===== src/rtl/des_key_schedule.sv =====
// -----------------------------------------------------------------------------
// des_key_schedule
//   Produces the sixteen 48-bit DES round subkeys from a 64-bit key, one per
//   valid/ready handshake. The order is encrypt (K1..K16) or decrypt (K16..K1).
//   subkey[47:42] feeds S1 and subkey[5:0] feeds S8.
//
// Ports
//   clk          : rising-edge clock
//   rst_n        : asynchronous active-low reset
//   key_valid    : key_in/decrypt valid (accepted only while key_ready)
//   key_ready    : high in IDLE only
//   key_in[63:0] : DES key, FIPS bit 1 = key_in[63]; parity bits ignored
//   decrypt      : sampled at key accept, 1 = K16..K1 order
//   subkey_valid : subkey valid (high in RUN)
//   subkey_ready : consumer accepts the current subkey
//   subkey[47:0] : PC-2(C,D), FIPS bit 1 = subkey[47]
//   round_idx    : 0-based emission position (not the K index)
//   last         : high with the 16th emitted subkey
//   busy         : high in RUN
// -----------------------------------------------------------------------------
module des_key_schedule (
  input  logic        clk,
  input  logic        rst_n,
  input  logic        key_valid,
  output logic        key_ready,
  input  logic [63:0] key_in,
  input  logic        decrypt,
  output logic        subkey_valid,
  input  logic        subkey_ready,
  output logic [47:0] subkey,
  output logic [3:0]  round_idx,
  output logic        last,
  output logic        busy
);

  localparam logic [0:0] IDLE = 1'b0;
  localparam logic [0:0] RUN  = 1'b1;

  // FIPS 1-based bit numbers of the key selected into C0||D0.
  localparam int PC1 [56] = '{
    57, 49, 41, 33, 25, 17,  9,  1, 58, 50, 42, 34, 26, 18,
    10,  2, 59, 51, 43, 35, 27, 19, 11,  3, 60, 52, 44, 36,
    63, 55, 47, 39, 31, 23, 15,  7, 62, 54, 46, 38, 30, 22,
    14,  6, 61, 53, 45, 37, 29, 21, 13,  5, 28, 20, 12,  4
  };

  // FIPS 1-based bit numbers of C||D selected into the subkey.
  localparam int PC2 [48] = '{
    14, 17, 11, 24,  1,  5,  3, 28, 15,  6, 21, 10,
    23, 19, 12,  4, 26,  8, 16,  7, 27, 20, 13,  2,
    41, 52, 31, 37, 47, 55, 30, 40, 51, 45, 33, 48,
    44, 49, 39, 56, 34, 53, 46, 42, 50, 36, 29, 32
  };

  // Bit i set means the shift for K(i+1) is 1; all other rounds shift by 2.
  localparam logic [15:0] SHIFT_ONE = 16'h8103;

  function automatic logic [55:0] pc1_perm(input logic [63:0] k);
    logic [55:0] r;
    r = '0;
    for (int i = 0; i < 56; i++) r[55-i] = k[64-PC1[i]];
    return r;
  endfunction

  function automatic logic [47:0] pc2_perm(input logic [27:0] c, input logic [27:0] d);
    logic [55:0] cd;
    logic [47:0] r;
    cd = {c, d};
    r  = '0;
    for (int i = 0; i < 48; i++) r[47-i] = cd[56-PC2[i]];
    return r;
  endfunction

  // Rotations stay inside one 28-bit half; FIPS bit 1 of a half is bit [27].
  function automatic logic [27:0] rol(input logic [27:0] x, input logic one);
    return one ? {x[26:0], x[27]} : {x[25:0], x[27:26]};
  endfunction

  function automatic logic [27:0] ror(input logic [27:0] x, input logic one);
    return one ? {x[0], x[27:1]} : {x[1:0], x[27:2]};
  endfunction

  logic [0:0]  state;
  logic        dir;
  logic [27:0] c_reg, d_reg;
  logic [55:0] cd0;
  logic [3:0]  sched_idx;
  logic        shift_one;

  // NOTE: combinational blocks assign every output first so no latch is inferred.
  always_comb begin
    cd0       = pc1_perm(key_in);
    // Encrypt steps towards K(r+2); decrypt walks back from C16 = C0.
    sched_idx = dir ? (4'd15 - round_idx) : (round_idx + 4'd1);
    shift_one = SHIFT_ONE[sched_idx];
  end

  // NOTE: sequential state uses non-blocking assignments so all registers
  // update together from pre-edge values.
  always_ff @(posedge clk or negedge rst_n) begin
    if (!rst_n) begin
      state     <= IDLE;
      dir       <= 1'b0;
      round_idx <= 4'd0;
      c_reg     <= '0;
      d_reg     <= '0;
    end else begin
      case (state)
        IDLE: begin
          if (key_valid) begin
            state     <= RUN;
            dir       <= decrypt;
            round_idx <= 4'd0;
            // Encrypt starts at C1/D1; decrypt starts at C0/D0 which equals C16/D16.
            c_reg     <= decrypt ? cd0[55:28] : rol(cd0[55:28], 1'b1);
            d_reg     <= decrypt ? cd0[27:0]  : rol(cd0[27:0],  1'b1);
          end
        end
        RUN: begin
          if (subkey_ready) begin
            if (round_idx == 4'd15) begin
              state <= IDLE;
            end else begin
              round_idx <= round_idx + 4'd1;
              c_reg     <= dir ? ror(c_reg, shift_one) : rol(c_reg, shift_one);
              d_reg     <= dir ? ror(d_reg, shift_one) : rol(d_reg, shift_one);
            end
          end
        end
        default: state <= IDLE;
      endcase
    end
  end

  assign key_ready    = (state == IDLE);
  assign busy         = (state == RUN);
  assign subkey_valid = (state == RUN);
  assign last         = (state == RUN) && (round_idx == 4'd15);
  assign subkey       = pc2_perm(c_reg, d_reg);

endmodule


===== config.mk =====
export PLATFORM = sky130hd
export DESIGN_NAME = des_key_schedule
export DESIGN_NICKNAME = d
export VERILOG_FILES = /design/src/rtl/des_key_schedule.sv
export SDC_FILE = /design/constraint.sdc
export NUM_CORES = 1
export LEC_CHECK = 0
export ABC_CLOCK_PERIOD_IN_PS = 2160
export CORE_UTILIZATION = 48
export CTS_CLUSTER_DIAMETER = 40
export DETAILED_ROUTE_END_ITERATION = 6
export HOLD_SLACK_MARGIN = 0.12
export PLACE_DENSITY = 0.79
export SLEW_MARGIN = 20
export SYNTH_ARGS = -nofsm -noshare
export SYNTH_HDL_FRONTEND = slang
export SYNTH_SLANG_ARGS = --single-unit

===== constraint.sdc =====
create_clock -name clk -period 2.16 [get_ports clk]
set_input_delay 0.432 -clock clk [delete_from_list [all_inputs] [get_ports clk]]
set_output_delay 0.432 -clock clk [all_outputs]
set_load 0.05 [all_outputs]

==> impl_metrics.ini <==
[global_routing]
grtUsageMet3_pct = 3.56
grt.met2_usage_pct = 46.0
global_route_hottest_layer = met2
grt_first_pass_wirelength_um = 28000
grt_start_max_net_pins = 63
number_of_global_route_vias_before_repair = 5814
met1_usage_pct = 34.1
antenna_found_initial = 0
grt.total_usage_pct = 27.2
grt.overflow.total = 0

[placement]
io_buffer_count = 116
gp_congestion = 0.865
post_place_worst_slack_ps = -51.2
dp.final_hpwl_um = 11400

[pwr]
leakagePower_nw = 3.48
ir_worst_vdd_mv = 0.846
share_clk_of_total_power_pct = 11.4
net-switching-power_w = 0.00636
power-per-cell-area_mw_per_mm2 = 1600
totalPowerFinal_w = 0.0125
power_switching_share_pct = 50.8
p_seq_share_pct = 21.5
power_report.internal_total_w = 0.00615
comb_power_share_pct = 67.1

[setup_path]
crit_required_ps = 2420
cp.arrival_ps = 2470
worst_setup_path_start_kind = flop
critPathCaptureType = flop
crit_fanout = 11
critPathKind = reg -> reg

[clocking]
cts-root-to-sink-buffers = 2
clock-root-buffer = sky130_fd_sc_hd__clkbuf_16
clk-insertion-delay-late_ps = 340
cts.sink_count = 62
htree_num_levels = 3
cts-buffers-inserted = 9
clkTransAtPathRegs_ps = 50
cts_tree = done

[floorplan]
floorplan.die.height_um = 113
floorplan.initialDensity_pct = 49.2
floorplan.die_area_mm2 = 0.0127
die_width_um = 113
floorplan.io_pins = 125
num_rows = 40
core-area_mm2 = 0.0120

[synthesis]
yosys.cell_count.top_type = sky130_fd_sc_hd__nor2_1
yosysWarnings = 0
synthDominantAreaCellType = sky130_fd_sc_hd__dfrtp_1
synth_ff_type = sky130_fd_sc_hd__dfrtp_1
netlist_instances = 737
mapped_avg_cell_area_um2 = 7.98
synth_sequential_area_ratio_pct = 26.4
postSynthNetCount = 807
mappedNetlistArea_mm2 = 0.00588
yosysUniqueCellTypes = 44
synth_common_cells = sky130_fd_sc_hd__nor2_1 (91), sky130_fd_sc_hd__dfrtp_1 (62), sky130_fd_sc_hd__mux2i_1 (58)
top_cells_by_area_in_the_synthesized_netlist = sky130_fd_sc_hd__dfrtp_1 (26%), sky130_fd_sc_hd__mux2i_1 (9.9%), sky130_fd_sc_hd__buf_4 (6.3%)
ys_ff_latch = 62
asyncSetResetFlopFracSynth_pct = 100
yosys.area.top_type_share_pct = 26.4
synth_edf_count = 0

[detailed_routing]
per_cell_routed_wire_length_um = 18.9
drt_iter0_markers = 490
post_drt_via_cell_ratio = 6.37
detail-route-antenna-nets = 0
drc_violation_count_after_routing = 0
via_count = 6093
first_pass_iters = 5
drt_wl_total_um = 18000

[sta]
fmax_ghz = 0.453
timing.max_slew.rel_slack_pct = 41.6
rsz0062_at_grt = true
setup_total_negative_slack_ps = -191
finalWorstSetupSlack_ps = -49.1
tightestPinTransition_ps = 873
report.final.hold_viol_count = 0
slew_violations = 0
hold_ws_ps = 536
finalClockSkew_ps = 7.10
final-setup-viol-count = 13
period_share_pct = 102
min_period_ps = 2210

[cells_and_area]
area.sequential_mm2 = 0.00156
insertedDiodeCount = 0
nets = 874
layout-drive-gt1-share_pct = 16.9
layout-area-overhead-vs-synth_pct = 32.8
multi_input_comb_area_mm2 = 0.00363
layout.filler_cells = 920

[run_status]
violations = negative setup slack
status = complete, but fails checks

[flow_run]
maxCapViolations = 0

[worst_hold_path]
min-delay-path-class = in -> reg
## path summary, 6_finish.rpt
check                      slack (ps)  cells past startpoint         start      endpoint
setup / recovery                  -50                      7  round_idx[0]     c_reg[26]
hold reg to reg                   590                      2      c_reg[3]      c_reg[3]
min in group asynchronous         610                      3         rst_n     c_reg[16]
max in group asynchronous        1200                      3         rst_n  round_idx[0]
hold / removal                    540                      3       decrypt           dir
setup reg to reg                  -50                      7  round_idx[0]     c_reg[26]
## kinds of logic after synthesis
family | share of synthesized area [%]
buffers and inverters | 15.3
AO/OA/AOI/OAI | 27.0
flip-flops | 26.4
XOR/XNOR | 0.426
multiplexers | 9.87
adder cells (fa/ha/maj) | 0.213
AND/OR/NAND/NOR | 20.8
## critical path: stages (launching register included)
cell                       delay, ps
sky130_fd_sc_hd__dfrtp_4         510
sky130_fd_sc_hd__ha_4            190
sky130_fd_sc_hd__xor2_4          170
sky130_fd_sc_hd__and3_4          220
sky130_fd_sc_hd__o21a_4          290
sky130_fd_sc_hd__buf_12          170
sky130_fd_sc_hd__a2111o_1        430
sky130_fd_sc_hd__o21ai_1         150
## power groups by stage
| stage | logic, W | registers, W | clock network, W |
|---|---|---|---|
| after floorplan | 0.00580 | 0.00246 | 0 |
| final | 0.00839 | 0.00268 | 0.00143 |
| after global placement | 0.00730 | 0.00261 | 0 |
| after CTS | 0.00768 | 0.00264 | 0.00142 |
| after global routing | 0.00886 | 0.00277 | 0.00148 |
| after detailed placement | 0.00749 | 0.00264 | 0 |
## metrics by stage
| step | std cells | utilization, % | instance area, um^2 |
|---|---|---|---|
| 3_5_place_dp | 923 | 59.4 | 7110 |
| 6_report | 956 | 65.3 | 7810 |
| 2_1_floorplan | 737 | - | 5910 |
| 5_1_grt | 956 | 65.3 | 7810 |
| 3_3_place_gp | 923 | 59.4 | 7110 |
| 4_1_cts | 945 | 62.5 | 7470 |
## routing by layer
metal / part of all wire (%) / wire, um / vias up
met4: 2.7 / 486 / 0
met2: 49 / 8910 / 352
li1: - / - / 2764
met3: 7.5 / 1350 / 49
met1: 40 / 7290 / 2928
met5: 0 / 0 / -
## placed cells by master (no fill, tap or decap), types with 2 or more instances in the layout
| cell | Yosys | layout |
|---|---|---|
| sky130_fd_sc_hd__dfrtp_1 | 62 | 56 |
| sky130_fd_sc_hd__o21ai_1 | 22 | 18 |
| sky130_fd_sc_hd__dfrtp_2 | 0 | 5 |
| sky130_fd_sc_hd__o21ai_2 | 1 | 4 |
| sky130_fd_sc_hd__nand2_1 | 39 | 39 |
| sky130_fd_sc_hd__a221o_1 | 2 | 2 |
| sky130_fd_sc_hd__a21oi_1 | 24 | 24 |
| sky130_fd_sc_hd__clkinv_2 | 0 | 2 |
| sky130_fd_sc_hd__buf_4 | 49 | 31 |
| sky130_fd_sc_hd__nor3_1 | 26 | 26 |
| sky130_fd_sc_hd__dlymetal6s2s_1 | 0 | 2 |
| sky130_fd_sc_hd__nand3_1 | 6 | 5 |
| sky130_fd_sc_hd__nand2b_1 | 21 | 21 |
| sky130_fd_sc_hd__o22ai_2 | 7 | 8 |
| sky130_fd_sc_hd__a211o_1 | 2 | 2 |
| sky130_fd_sc_hd__nor2_2 | 0 | 2 |
| sky130_fd_sc_hd__o21a_4 | 1 | 2 |
| sky130_fd_sc_hd__buf_12 | 0 | 20 |
| sky130_fd_sc_hd__o21ai_0 | 23 | 23 |
| sky130_fd_sc_hd__a2111oi_2 | 20 | 16 |
| sky130_fd_sc_hd__clkbuf_16 | 0 | 14 |
| sky130_fd_sc_hd__and3_1 | 5 | 4 |
| sky130_fd_sc_hd__nand4_1 | 4 | 4 |
| sky130_fd_sc_hd__nor4_1 | 53 | 48 |
| sky130_fd_sc_hd__nor2_1 | 91 | 89 |
| sky130_fd_sc_hd__or3_1 | 3 | 2 |
| sky130_fd_sc_hd__clkbuf_8 | 0 | 3 |
| sky130_fd_sc_hd__a2111o_1 | 30 | 30 |
| sky130_fd_sc_hd__mux2i_1 | 58 | 58 |
| sky130_fd_sc_hd__buf_6 | 7 | 5 |
| sky130_fd_sc_hd__o31ai_1 | 22 | 22 |
| sky130_fd_sc_hd__nor4_2 | 0 | 5 |
| sky130_fd_sc_hd__a211oi_1 | 2 | 2 |
| sky130_fd_sc_hd__a21o_1 | 22 | 22 |
| sky130_fd_sc_hd__a41o_1 | 2 | 2 |
| sky130_fd_sc_hd__a2111oi_4 | 0 | 5 |
| sky130_fd_sc_hd__clkdlybuf4s50_1 | 0 | 106 |
| sky130_fd_sc_hd__inv_1 | 54 | 54 |
## layout make-up
| type | instances | area share, % |
|---|---|---|
| multi-input combinational | 504 | 46.5 |
| timing repair buffer | 173 | 24.8 |
| sequential | 62 | 20.0 |
| clock buffer | 13 | 3.46 |
| inverter | 54 | 2.60 |
| tap | 147 | 2.36 |
| clock inverter | 3 | 0.224 |
## repair_timing
action	4_1_cts	5_1_grt
hold buffers	1	0
setup endpoints to repair	46	44
gates cloned	1	5
resized for setup	7	27
buffers inserted	4	6
hold endpoints to repair	3	0
pin swaps	9	52
Power figures use the tool's default switching activity.
